--- config.mk ---
export PLATFORM = sky130hd
export DESIGN_NAME = stream_demux
export DESIGN_NICKNAME = d
export VERILOG_FILES = /design/src/rtl/stream_demux_pkg.sv /design/src/rtl/stream_demux_slot.sv /design/src/rtl/stream_demux.sv
export SDC_FILE = /design/constraint.sdc
export NUM_CORES = 1
export LEC_CHECK = 0
export ABC_AREA = 1
export CORE_MARGIN = 3
export CORE_UTILIZATION = 41
export DETAILED_ROUTE_END_ITERATION = 10
export PLACE_DENSITY_LB_ADDON = 0.05
export SYNTH_ARGS = -nofsm -noshare
export SYNTH_HDL_FRONTEND = slang
export SYNTH_SLANG_ARGS = --single-unit
--- constraint.sdc ---
create_clock -name clk -period 2.4 [get_ports clk]
set_input_delay 0.48 -clock clk [delete_from_list [all_inputs] [get_ports clk]]
set_output_delay 0.48 -clock clk [all_outputs]
set_load 0.005 [all_outputs]
--- src/rtl/stream_demux_pkg.sv ---
`default_nettype none
// ============================================================================
// Module  : stream_demux_pkg
// Purpose : Shared state encoding, counter width and parameter legality check
//           for the stream_demux 1-to-N packet demultiplexer.
// Revision: 1.0 - initial release
// ============================================================================
package stream_demux_pkg;

  localparam int DROP_CNT_W = 16;

  typedef logic [1:0] state_t;

  localparam state_t ST_IDLE = 2'd0;
  localparam state_t ST_PKT  = 2'd1;
  localparam state_t ST_DROP = 2'd2;

  function automatic bit sel_w_legal(input int n_out, input int sel_w);
    return (n_out >= 2) && (sel_w >= 1) && (sel_w < 31) && ((1 << sel_w) >= n_out);
  endfunction

endpackage
`default_nettype wire

--- src/rtl/stream_demux_slot.sv ---
`default_nettype none
// ============================================================================
// Module  : stream_demux_slot
// Purpose : One-entry valid/ready holding register for data, last and dest;
//           accepts a new beat in the same cycle the held one drains.
// Revision: 1.0 - initial release
// ============================================================================
module stream_demux_slot
  import stream_demux_pkg::*;
#(
  parameter int DATA_W = 8,
  parameter int DEST_W = 1
) (
  input  logic              clk,
  input  logic              rst,
  input  logic              in_valid,
  output logic              in_ready,
  input  logic [DATA_W-1:0] in_data,
  input  logic              in_last,
  input  logic [DEST_W-1:0] in_dest,
  output logic              out_valid,
  input  logic              out_ready,
  output logic [DATA_W-1:0] out_data,
  output logic              out_last,
  output logic [DEST_W-1:0] out_dest
);

  logic              valid_q, valid_d;
  logic [DATA_W-1:0] data_q,  data_d;
  logic              last_q,  last_d;
  logic [DEST_W-1:0] dest_q,  dest_d;
  logic              load;

  always_comb begin
    in_ready = !valid_q || out_ready;
    load     = in_valid && in_ready;
    valid_d  = valid_q;
    data_d   = data_q;
    last_d   = last_q;
    dest_d   = dest_q;
    if (load) begin
      valid_d = 1'b1;
      data_d  = in_data;
      last_d  = in_last;
      dest_d  = in_dest;
    end else if (out_ready) begin
      valid_d = 1'b0;
    end
  end

  always_ff @(posedge clk) begin
    if (rst) begin
      valid_q <= 1'b0;
      data_q  <= '0;
      last_q  <= 1'b0;
      dest_q  <= '0;
    end else begin
      valid_q <= valid_d;
      data_q  <= data_d;
      last_q  <= last_d;
      dest_q  <= dest_d;
    end
  end

  assign out_valid = valid_q;
  assign out_data  = data_q;
  assign out_last  = last_q;
  assign out_dest  = dest_q;

endmodule
`default_nettype wire

--- src/rtl/stream_demux.sv ---
`default_nettype none
// ============================================================================
// Module  : stream_demux
// Purpose : 1-to-N packet stream demultiplexer with a registered output stage.
//           Optional feature macro STREAM_DEMUX_DROP_EN drops packets whose
//           first-beat select is out of range and counts them.
// Revision: 1.0 - initial release
// ============================================================================
module stream_demux
  import stream_demux_pkg::*;
#(
  parameter int N_OUT  = 2,
  parameter int DATA_W = 8,
  parameter int SEL_W  = 1
) (
  input  logic              clk,
  input  logic              rst,
  input  logic              s_valid,
  output logic              s_ready,
  input  logic [DATA_W-1:0] s_data,
  input  logic              s_last,
  input  logic [SEL_W-1:0]  s_sel,
  output logic [N_OUT-1:0]  m_valid,
  input  logic [N_OUT-1:0]  m_ready,
  output logic [DATA_W-1:0] m_data,
  output logic              m_last,
  output logic              busy
`ifdef STREAM_DEMUX_DROP_EN
  ,
  output logic [DROP_CNT_W-1:0] drop_cnt
`endif
);

  if (!sel_w_legal(N_OUT, SEL_W)) begin : g_bad_param
    $error("stream_demux: SEL_W too narrow for N_OUT, or N_OUT < 2");
  end

  state_t             state_q, state_d;
  logic [SEL_W-1:0]   pkt_dest_q, pkt_dest_d;
  logic               sel_oor;
  logic [SEL_W-1:0]   first_dest;
  logic               drop_now;
  logic               accept;
  logic               slot_in_valid;
  logic               slot_in_ready;
  logic [SEL_W-1:0]   slot_in_dest;
  logic               slot_out_valid;
  logic               slot_out_ready;
  logic [SEL_W-1:0]   slot_out_dest;

  always_comb begin
    sel_oor    = (int'(s_sel) >= N_OUT);
    first_dest = sel_oor ? '0 : s_sel;
`ifdef STREAM_DEMUX_DROP_EN
    drop_now   = (state_q == ST_DROP) || ((state_q == ST_IDLE) && sel_oor);
`else
    drop_now   = 1'b0;
`endif
    s_ready       = drop_now || slot_in_ready;
    slot_in_valid = s_valid && !drop_now;
    accept        = s_valid && s_ready;
    // Only the first beat looks at s_sel; later beats follow the locked dest.
    slot_in_dest  = (state_q == ST_IDLE) ? first_dest : pkt_dest_q;
  end

  always_comb begin
    state_d    = state_q;
    pkt_dest_d = pkt_dest_q;
    case (state_q)
      ST_IDLE: begin
        if (accept) begin
`ifdef STREAM_DEMUX_DROP_EN
          if (sel_oor) begin
            if (!s_last) state_d = ST_DROP;
          end else begin
            pkt_dest_d = first_dest;
            if (!s_last) state_d = ST_PKT;
          end
`else
          pkt_dest_d = first_dest;
          if (!s_last) state_d = ST_PKT;
`endif
        end
      end
      ST_PKT: begin
        if (accept && s_last) state_d = ST_IDLE;
      end
`ifdef STREAM_DEMUX_DROP_EN
      ST_DROP: begin
        if (accept && s_last) state_d = ST_IDLE;
      end
`endif
      default: state_d = ST_IDLE;
    endcase
  end

  always_ff @(posedge clk) begin
    if (rst) begin
      state_q    <= ST_IDLE;
      pkt_dest_q <= '0;
    end else begin
      state_q    <= state_d;
      pkt_dest_q <= pkt_dest_d;
    end
  end

  assign busy = (state_q != ST_IDLE);

  stream_demux_slot #(
    .DATA_W (DATA_W),
    .DEST_W (SEL_W)
  ) u_slot (
    .clk       (clk),
    .rst       (rst),
    .in_valid  (slot_in_valid),
    .in_ready  (slot_in_ready),
    .in_data   (s_data),
    .in_last   (s_last),
    .in_dest   (slot_in_dest),
    .out_valid (slot_out_valid),
    .out_ready (slot_out_ready),
    .out_data  (m_data),
    .out_last  (m_last),
    .out_dest  (slot_out_dest)
  );

  // Non-selected outputs' ready lines have no influence on the slot.
  always_comb begin
    slot_out_ready = 1'b0;
    for (int k = 0; k < N_OUT; k++) begin
      if (slot_out_dest == SEL_W'(k)) slot_out_ready = m_ready[k];
    end
  end

  for (genvar k = 0; k < N_OUT; k++) begin : g_mvalid
    assign m_valid[k] = slot_out_valid && (slot_out_dest == SEL_W'(k));
  end

`ifdef STREAM_DEMUX_DROP_EN
  logic [DROP_CNT_W-1:0] drop_cnt_q, drop_cnt_d;

  always_comb begin
    drop_cnt_d = drop_cnt_q;
    if ((state_q == ST_IDLE) && accept && sel_oor && (drop_cnt_q != '1))
      drop_cnt_d = drop_cnt_q + 1'b1;
  end

  always_ff @(posedge clk) begin
    if (rst) drop_cnt_q <= '0;
    else     drop_cnt_q <= drop_cnt_d;
  end

  assign drop_cnt = drop_cnt_q;
`endif

endmodule
`default_nettype wire

==> flow_metrics.env <==
export IMPL_drive_gt1_frac=0.1875
export IMPL_clk_pin_slew_worst_paths_ns=0.08
export IMPL_clock_path_buffers=2
export IMPL_hold_depth=2
export IMPL_arrival_ns=1.63
export IMPL_antenna_found_initial=0
export IMPL_hold_viol_final=0
export IMPL_synth_top_area_frac=0.4483
export IMPL_cts_tree="yes"
export IMPL_syn_area_um2=580.6
export IMPL_gr_usage_met3=0.04564
export IMPL_routed_via_count=552
export IMPL_relSlewSlack=0.6235
export IMPL_ant_nets=0
export IMPL_required_ns=1.92
export IMPL_yosysWarnings=0
export IMPL_drt_wl_total_um=1361
export IMPL_cp_end_kind="primary output"
export IMPL_synth_edf_count=0
export IMPL_avgViaCountPerCell=5.018
export IMPL_grt_max_degree=15
export IMPL_die_w_um=43.63
export IMPL_postCtsSetupBuffers=0
export IMPL_syn_to_final_growth_pct=48.49
export IMPL_power_density_mw_per_mm2=557.8
export IMPL_setup_viol=0
export IMPL_synth_most_common_cell="dfxtp_1"
export IMPL_reg2reg_depth=6
export IMPL_finalCritPeriodShare=0.8783
export IMPL_cts_resized_gates=0
export IMPL_yosys_top_cells_count="dfxtp_1, nand3_1, nand2_1"
export IMPL_holdPathEnd="u_slot.out_data[2]"
export IMPL_max_freq_mhz=474.4
export IMPL_htreeDepth=1
export IMPL_route_detailed_drc=0
export IMPL_rows=12
export IMPL_synth_seq_area_share=0.4483
export IMPL_avgSynthCellArea_um2=8.538
export IMPL_post_route_min_period_ns=2.108
export IMPL_grt_pass1_wl_um=2270
export IMPL_holdBufCountCts=0
export IMPL_async_flop_share=0
export IMPL_netlist_top_cells_area="dfxtp_1, nand3_1, nand2_2, a21oi_1, nand2_1"
export IMPL_ir_worst_vdd_mv=0.3036
export IMPL_ys_seq_elements=13
export IMPL_worstReg2RegEnd="u_slot.out_dest"
export IMPL_start_kind="primary input"
export IMPL_synth_top_area_cell="dfxtp_1"
export IMPL_min_from="u_slot.out_data[2]"
export IMPL_syn_num_nets=83
export IMPL_grt_busiest_layer="met2"
export IMPL_worst_pin_slew_ns=0.5630
export IMPL_pin_count=28
export IMPL_wl_per_cell_um=12.37
export IMPL_hold_class="reg2reg"
export IMPL_synth_distinct_cells=15
export IMPL_p_leak_nw=0.3310
export IMPL_fillers=103
export IMPL_clock_sinks=13
export IMPL_synth_cells=68
export IMPL_rsz0062_at_grt="no"
export IMPL_maxSlewViolCount=0
export IMPL_nets=112
export IMPL_dp_hpwl_um=927.7
export IMPL_synthFlopType="dfxtp_1"
export IMPL_crit_type="in2out"
export IMPL_status="completed"
export IMPL_antennaDiodeCount=0
export IMPL_grt_use_met2=0.2500
export IMPL_grt_overflow_total=0
export IMPL_cts_root_buffer="clkbuf_4"
export IMPL_core_region_area_mm2=0.001216
export IMPL_grt_usage=0.1612
export IMPL_rrSetupSlack_ns=1.13
export IMPL_grt_pass1_vias=543
export IMPL_fp_dieH_um=43.63
export IMPL_tns_ns=0
export IMPL_timing_rr_start="u_slot.out_dest"
export IMPL_fin_worst_skew_ns=0.002057
export IMPL_grtUsageMet1=0.1980
export IMPL_drt_iter0_drc=12
export IMPL_start_util=0.4774
export IMPL_clk_latency_ns=0.28
export IMPL_cts_buffers=3
export IMPL_gp_congestion=0.6451
export IMPL_power_uw=480.9
export IMPL_critPathMaxFanout=2
export IMPL_fin_util=0.7088
export IMPL_cap_violations=0
export IMPL_dr_pass1_iters=4
export IMPL_dieArea_mm2=0.001904
export IMPL_numPortBuffers=27
-- layout make-up --
cell class                      instances  area, um^2  area share
Tap cell                               14       17.52     0.02032
Inverter                                5       18.77     0.02177
Multi-Input combinational cell         46       261.5      0.3033
Timing Repair Buffer                   28       277.8      0.3222
Sequential cell                        13       260.3      0.3019
Clock buffer                            4       26.28     0.03048
-- registers in the layout, indices dropped and copies added, names as in the netlist --
signal and count:
u_slot.out_data 8, pkt_dest_q 1, u_slot.out_valid 1, u_slot.out_last 1
u_slot.out_dest 1, state_q 1
-- worst max path at each step --
stage | from | endpoint | slack [ns] | cells after the start
global placement | m_ready[1] | s_ready | 0.30 | 4
detailed placement | m_ready[1] | s_ready | 0.30 | 4
CTS | m_ready[1] | s_ready | 0.29 | 4
finish | m_ready[1] | s_ready | 0.29 | 4
global route | m_ready[1] | s_ready | 0.27 | 4
floorplan | m_ready[1] | s_ready | 1.09 | 3
-- cell families after synthesis --
group	synth area share
compound gates	0.1379
buf+inv	0.1013
flops	0.4483
simple gates	0.3125
-- placed cells by master, fill, tap and decap left out, types with 3 or more instances in the layout --
cell              n
nand3_1          11
nand2_2           8
dfxtp_1          13
a21oi_1           9
a21oi_2           4
clkdlybuf4s50_1  27
nand2_1          10
inv_1             5
clkbuf_4          3
-- routing by layer --
layer,part of all wire,up-vias
li1,-,280
met1,0.45,248
met2,0.47,22
met3,0.075,2
met4,0.0081,0
met5,0,-
-- metrics by stage --
step | cell area, um^2 | std cells | hold WS (ns) | worst slack, ns
6_report | 862.1 | 110 | 0.4622 | 0.2922
5_1_grt | 862.1 | 110 | 0.4884 | 0.2743
4_1_cts | 862.1 | 110 | 0.4657 | 0.2902
3_5_place_dp | 835.8 | 106 | 0.4529 | 0.3024
3_3_place_gp | 835.8 | 106 | 0.4511 | 0.2980
2_1_floorplan | 580.6 | 68 | 0.4393 | 1.089
-- where the power goes --
part / total (mW) / internal [mW] / switching (mW)
sequential: 0.240 / 0.230 / 0.0103
combinational: 0.103 / 0.0599 / 0.0435
clock: 0.137 / 0.0645 / 0.0728
total: 0.481 / 0.354 / 0.127
-- worst max-delay path, stage by stage --
cell and delay (ns):
clkdlybuf4s50_1 0.46, nand2_1 0.08, nand3_4 0.10, clkdlybuf4s50_1 0.50
No activity file was read; power rests on OpenSTA's default activity.
